===== config.mk =====
export PLATFORM = sky130hd
export DESIGN_NAME = apb_pwm_arbiter
export DESIGN_NICKNAME = d
export VERILOG_FILES = /design/src/rtl/apb_pwm_arbiter.sv
export SDC_FILE = /design/constraint.sdc
export NUM_CORES = 1
export LEC_CHECK = 0
export ABC_AREA = 1
export BUFFER_PORTS_ARGS = -buffer_cell sky130_fd_sc_hd__buf_2
export CORE_MARGIN = 2
export CORE_UTILIZATION = 47
export CTS_BUF_LIST = sky130_fd_sc_hd__clkbuf_16
export DETAILED_ROUTE_END_ITERATION = 8
export GPL_TIMING_DRIVEN = 1
export PLACE_DENSITY = 0.81
export SLEW_MARGIN = 15
export SYNTH_ARGS = -nofsm -noshare
export SYNTH_HDL_FRONTEND = slang
export SYNTH_SLANG_ARGS = --single-unit

===== constraint.sdc =====
create_clock -name PCLK_i -period 2.16 [get_ports PCLK_i]
set_clock_uncertainty 0.1 [all_clocks]
set_input_delay 0.432 -clock PCLK_i [delete_from_list [all_inputs] [get_ports PCLK_i]]
set_output_delay 0.432 -clock PCLK_i [all_outputs]
set_load 0.02 [all_outputs]

===== src/rtl/apb_pwm_arbiter.sv =====
// Two-port APB arbiter in front of a single PWM slave.
// Round-robin on ties, replays the winner as SETUP/ACCESS, with access timeout.
module apb_pwm_arbiter #(
  parameter int DATA_WIDTH = 32,
  parameter int ADDR_WIDTH = 8,
  parameter int TIMEOUT    = 16
) (
  input  logic                  PCLK_i,
  input  logic                  PRST_ni,
  input  logic                  S0_PSEL_i,
  input  logic                  S0_PENABLE_i,
  input  logic                  S0_PWRITE_i,
  input  logic [ADDR_WIDTH-1:0] S0_PADDR_i,
  input  logic [DATA_WIDTH-1:0] S0_PWDATA_i,
  output logic [DATA_WIDTH-1:0] S0_PRDATA_o,
  output logic                  S0_PREADY_o,
  output logic                  S0_PSLVERR_o,
  input  logic                  S1_PSEL_i,
  input  logic                  S1_PENABLE_i,
  input  logic                  S1_PWRITE_i,
  input  logic [ADDR_WIDTH-1:0] S1_PADDR_i,
  input  logic [DATA_WIDTH-1:0] S1_PWDATA_i,
  output logic [DATA_WIDTH-1:0] S1_PRDATA_o,
  output logic                  S1_PREADY_o,
  output logic                  S1_PSLVERR_o,
  output logic                  M_PSEL_o,
  output logic                  M_PENABLE_o,
  output logic                  M_PWRITE_o,
  output logic [ADDR_WIDTH-1:0] M_PADDR_o,
  output logic [DATA_WIDTH-1:0] M_PWDATA_o,
  input  logic [DATA_WIDTH-1:0] M_PRDATA_i,
  input  logic                  M_PREADY_i,
  input  logic                  M_PSLVERR_i,
  output logic [1:0]            grant_o
);

  localparam int CW = (TIMEOUT > 2) ? $clog2(TIMEOUT) : 1;
  localparam logic [CW-1:0] LIMIT = CW'(TIMEOUT - 1);

  typedef enum logic [1:0] {
    IDLE,
    SETUP,
    ACCESS,
    DONE
  } state_e;

  state_e                state_q, state_d;
  logic [1:0]            grant_q, grant_d;
  logic [ADDR_WIDTH-1:0] addr_q, addr_d;
  logic [DATA_WIDTH-1:0] wdata_q, wdata_d;
  logic                  write_q, write_d;
  logic [DATA_WIDTH-1:0] rdata_q, rdata_d;
  logic                  slverr_q, slverr_d;
  logic [CW-1:0]         cnt_q, cnt_d;
  logic                  last_q, last_d;

  logic pick1;
  logic unused_penable;

  // Requests are PSEL alone; PENABLE carries no extra information here.
  assign unused_penable = S0_PENABLE_i ^ S1_PENABLE_i;

  // Port 1 wins when it is alone, or on a tie when port 0 was served last.
  assign pick1 = S1_PSEL_i & (~S0_PSEL_i | ~last_q);

  // State and transfer registers.
  always_ff @(posedge PCLK_i or negedge PRST_ni) begin
    if (!PRST_ni) begin
      state_q  <= IDLE;
      grant_q  <= '0;
      addr_q   <= '0;
      wdata_q  <= '0;
      write_q  <= 1'b0;
      rdata_q  <= '0;
      slverr_q <= 1'b0;
      cnt_q    <= '0;
      last_q   <= 1'b1;
    end else begin
      state_q  <= state_d;
      grant_q  <= grant_d;
      addr_q   <= addr_d;
      wdata_q  <= wdata_d;
      write_q  <= write_d;
      rdata_q  <= rdata_d;
      slverr_q <= slverr_d;
      cnt_q    <= cnt_d;
      last_q   <= last_d;
    end
  end

  // Next-state: arbitrate in IDLE, wait/timeout in ACCESS, complete in DONE.
  always_comb begin
    state_d  = state_q;
    grant_d  = grant_q;
    addr_d   = addr_q;
    wdata_d  = wdata_q;
    write_d  = write_q;
    rdata_d  = rdata_q;
    slverr_d = slverr_q;
    cnt_d    = '0;
    last_d   = last_q;
    unique case (state_q)
      IDLE: begin
        if (S0_PSEL_i || S1_PSEL_i) begin
          state_d = SETUP;
          if (pick1) begin
            grant_d = 2'b10;
            addr_d  = S1_PADDR_i;
            wdata_d = S1_PWDATA_i;
            write_d = S1_PWRITE_i;
          end else begin
            grant_d = 2'b01;
            addr_d  = S0_PADDR_i;
            wdata_d = S0_PWDATA_i;
            write_d = S0_PWRITE_i;
          end
        end
      end
      SETUP: begin
        state_d = ACCESS;
      end
      ACCESS: begin
        if (M_PREADY_i) begin
          state_d  = DONE;
          rdata_d  = write_q ? '0 : M_PRDATA_i;
          slverr_d = M_PSLVERR_i;
          last_d   = grant_q[1];
        end else if (cnt_q == LIMIT) begin
          state_d  = DONE;
          rdata_d  = '0;
          slverr_d = 1'b1;
          last_d   = grant_q[1];
        end else begin
          cnt_d = cnt_q + CW'(1);
        end
      end
      DONE: begin
        state_d = IDLE;
      end
      default: begin
        state_d = IDLE;
      end
    endcase
  end

  // Outputs decoded from state; all zero whenever not actively driven.
  always_comb begin
    M_PSEL_o     = 1'b0;
    M_PENABLE_o  = 1'b0;
    M_PWRITE_o   = 1'b0;
    M_PADDR_o    = '0;
    M_PWDATA_o   = '0;
    grant_o      = '0;
    S0_PREADY_o  = 1'b0;
    S0_PRDATA_o  = '0;
    S0_PSLVERR_o = 1'b0;
    S1_PREADY_o  = 1'b0;
    S1_PRDATA_o  = '0;
    S1_PSLVERR_o = 1'b0;
    if (state_q != IDLE) begin
      grant_o = grant_q;
    end
    if (state_q == SETUP || state_q == ACCESS) begin
      M_PSEL_o    = 1'b1;
      M_PENABLE_o = (state_q == ACCESS);
      M_PWRITE_o  = write_q;
      M_PADDR_o   = addr_q;
      M_PWDATA_o  = wdata_q;
    end
    if (state_q == DONE) begin
      if (grant_q[0]) begin
        S0_PREADY_o  = 1'b1;
        S0_PRDATA_o  = rdata_q;
        S0_PSLVERR_o = slverr_q;
      end
      if (grant_q[1]) begin
        S1_PREADY_o  = 1'b1;
        S1_PRDATA_o  = rdata_q;
        S1_PSLVERR_o = slverr_q;
      end
    end
  end

endmodule


==> results.json <==
{
  "synth_enable_flop_cells": 0,
  "end_kind": "output port",
  "coreArea_um2": 10300,
  "synthDistinctLibCells": 22,
  "crit_path_top_delay_cell": "dfrtp_1",
  "first_iter_violations": 250,
  "muxShareOfSynthArea_pct": 0,
  "synth_xor_area_share_pct": 0.175,
  "gr-total-overflow": 0,
  "crit_path_cell_trace": "inv_1 > ha_4 > clkbuf_16 > nand2_1 > inv_1 > buf_2",
  "cts.clk_slew.worst_paths_ps": 60,
  "vias": 5334,
  "ys_top_cells_by_area": "dfrtp_1, nand2_1, inv_1",
  "synth_fa_ha_area_share_pct": 0.999,
  "cp_top_family": "buffers and inverters",
  "routed_wl_mm": 14.1,
  "multiInputGateArea_um2": 2040,
  "postLayoutCoreUtil_pct": 65.9,
  "rsz0062_at_grt": "yes",
  "grt_first_pass_wirelength_mm": 21.6,
  "root_buffer": "clkbuf_16",
  "routabilityCongestion": 0.839,
  "power_mw": 9.93,
  "cts_sinks": 83,
  "cts_tree": "done",
  "rows": 37,
  "synth-compound-area-share_pct": 0.250,
  "place_area_um2": 6290,
  "fin_area_um2": 6810,
  "chipWidth_um": 107,
  "ys_seq_elements": 83,
  "netlist_instances": 755,
  "critPathMaxStageDelay_ps": 370,
  "synth_top_area_share_pct": 40.9,
  "async_flop_share_pct": 100,
  "clock_latency_ps": 320,
  "startpoint_type": "flop",
  "cts_buffer_depth": 2,
  "dp_hpwl_mm": 9.88,
  "worstMarginPinSlew_ps": 402,
  "synthesis.area_um2": 5010,
  "fmax_mhz": 466,
  "hold_path_class": "in -> reg",
  "crit_top_cell": "inv_1",
  "grt_start_max_net_pins": 42,
  "dieArea_um2": 11500,
  "drv_cap": 0,
  "post_route_cells_drive_above_1_share_pct": 29.0,
  "syn_to_final_growth_pct": 35.8,
  "synth_ff_type": "dfrtp_1",
  "critPathKind": "reg -> out",
  "io_buffers": 232,
  "slew_headroom_pct": 73.2,
  "synth_top_family_by_area": "simple AND/OR/NAND/NOR gates",
  "ios": 235,
  "finalSetupViolCount": 0,
  "antenna_cells": 0,
  "p_per_area_nw_per_um2": 1460,
  "viasPerCell": 4.78,
  "ir_drop_mv": 0.794,
  "hold_violations": 0,
  "nNetsFinal": 1102,
  "timing.final.crit_share_pct": 99.4,
  "grt_pass1_vias": 4637,
  "routedWlPerCell_um": 12.7,
  "die_y_um": 107,
  "cp_max_fo": 11,
  "yosys.area_share.simple_pct": 39.0,
  "dr.pass1.iters": 4,
  "slew_viol_final": 0,
  "critPathRequiredTime_ps": 1630,
  "yosysSeqAreaShare_pct": 41.5,
  "antenna_found_initial": 1,
  "tns_ps": 0,
  "ant_nets": 0,
  "power_leakage_nw": 4.44,
  "avgSynthCellArea_um2": 6.64,
  "start_util_pct": 48.6,
  "syn-num-nets": 881,
  "grtUsageTotal_pct": 23.6,
  "path_buf_inv": 4,
  "status": "completed",
  "drcViolationCount": 0,
  "fin_crit_ps": 2150,
  "synth_area_leader_cell": "dfrtp_1",
  "register_area_um2": 2080,
  "worst_ep_arrival_time_ps": 1620,
  "fill_cells": 935,
  "cts_inserted_buffers": 9,
  "yosys_warnings": 0,
  "htreeDepth": 3
}
## cells in the final DEF (no fill, tap or decap), types with 2 or more instances in the layout
cell type,count
dfrtp_1,82
clkbuf_16,12
nand2_2,4
buf_12,6
clkinvlp_4,3
nand2_1,210
nand3_1,124
inv_1,166
buf_2,202
buf_4,46
ha_1,3
nor2_1,72
nand4_1,33
clkinv_1,2
## kinds of logic after synthesis
group / count (synthesis)
AO/OA/AOI/OAI: 2
XOR/XNOR: 1
adder cells (fa/ha/maj): 4
buffers and inverters: 217
flip-flops: 83
AND/OR/NAND/NOR: 448
## worst paths after layout
| check | start | end | slack (ps) | cells past startpoint |
|---|---|---|---|---|
| min in group asynchronous | PRST_ni | rdata_q[6] | 480 | 2 |
| worst max-delay path | state_q[0] | M_PWDATA_o[17] | 10 | 6 |
| worst max register to register | state_q[0] | wdata_q[8] | 370 | 7 |
| worst min register to register | cnt_q[0] | cnt_q[0] | 380 | 1 |
| worst min-delay path | M_PRDATA_i[21] | rdata_q[21] | 260 | 3 |
| max in group asynchronous | PRST_ni | cnt_q[0] | 880 | 3 |
## state kept, by name (all words and copies together) (netlist names)
name and flops:
addr_q 8, cnt_q 4, grant_q 2, last_q 1, rdata_q 32, slverr_q 1, state_q 2, wdata_q 32
write_q 1
## worst register-to-register path: stages (launching register included)
cell and delay [ps]:
dfrtp_1 400, inv_1 130, ha_4 190, inv_2 70
nor2_8 340, inv_4 260, nand2_1 140, nand2_1 50
## cells in the mapped netlist, types with 2 or more instances
master      n
buf_2      19
nor2_1     73
ha_1        4
nand4_1    33
nand2_2     3
buf_4       2
nand2_1   211
dfrtp_1    82
clkbuf_1   20
inv_1     166
nand3_1   124
buf_6       8
## where the power goes
part | leakage, nW | internal, mW | total (mW) | switching (mW)
logic | 3.27 | 2.18 | 5.71 | 3.52
registers | 1.04 | 2.31 | 2.72 | 0.418
clock network | 0.133 | 0.889 | 1.50 | 0.607
total | 4.44 | 5.38 | 9.93 | 4.55
## cell type report
| type | count | share of cell area (%) |
|---|---|---|
| clock buffer | 9 | 3.31 |
| tap | 136 | 2.50 |
| timing repair buffer | 259 | 23.3 |
| sequential | 83 | 30.5 |
| multi-input combinational | 455 | 30.0 |
| inverter | 168 | 9.30 |
| clock inverter | 7 | 1.01 |
## metrics by stage
step,std cells,worst slack (ps),hold WS (ps)
global route,1117,-52.6,265
CTS,1113,24.7,253
global placement,1093,301,292
detailed placement,1093,272,288
floorplan,755,144,36.4
finish,1117,12.6,260
## repair_timing
item	CTS	global route
cloned	1	3
hold buffers	1	0
endpoints found under the setup margin	27	106
setup buffers	2	1
endpoints found under the hold margin	27	0
pin swaps	0	1
resized for setup	2	31
## metal layers
metal / routed length, um / vias to the layer above / global-route usage [%]
met3: 1170 / 8 / 5.51
li1: - / 2704 / -
met5: 13 / - / 0
met4: 64 / 2 / 5.84
met2: 7000 / 228 / 41.6
met1: 5890 / 2392 / 29.2
No activity file was read; power rests on OpenSTA's default activity.
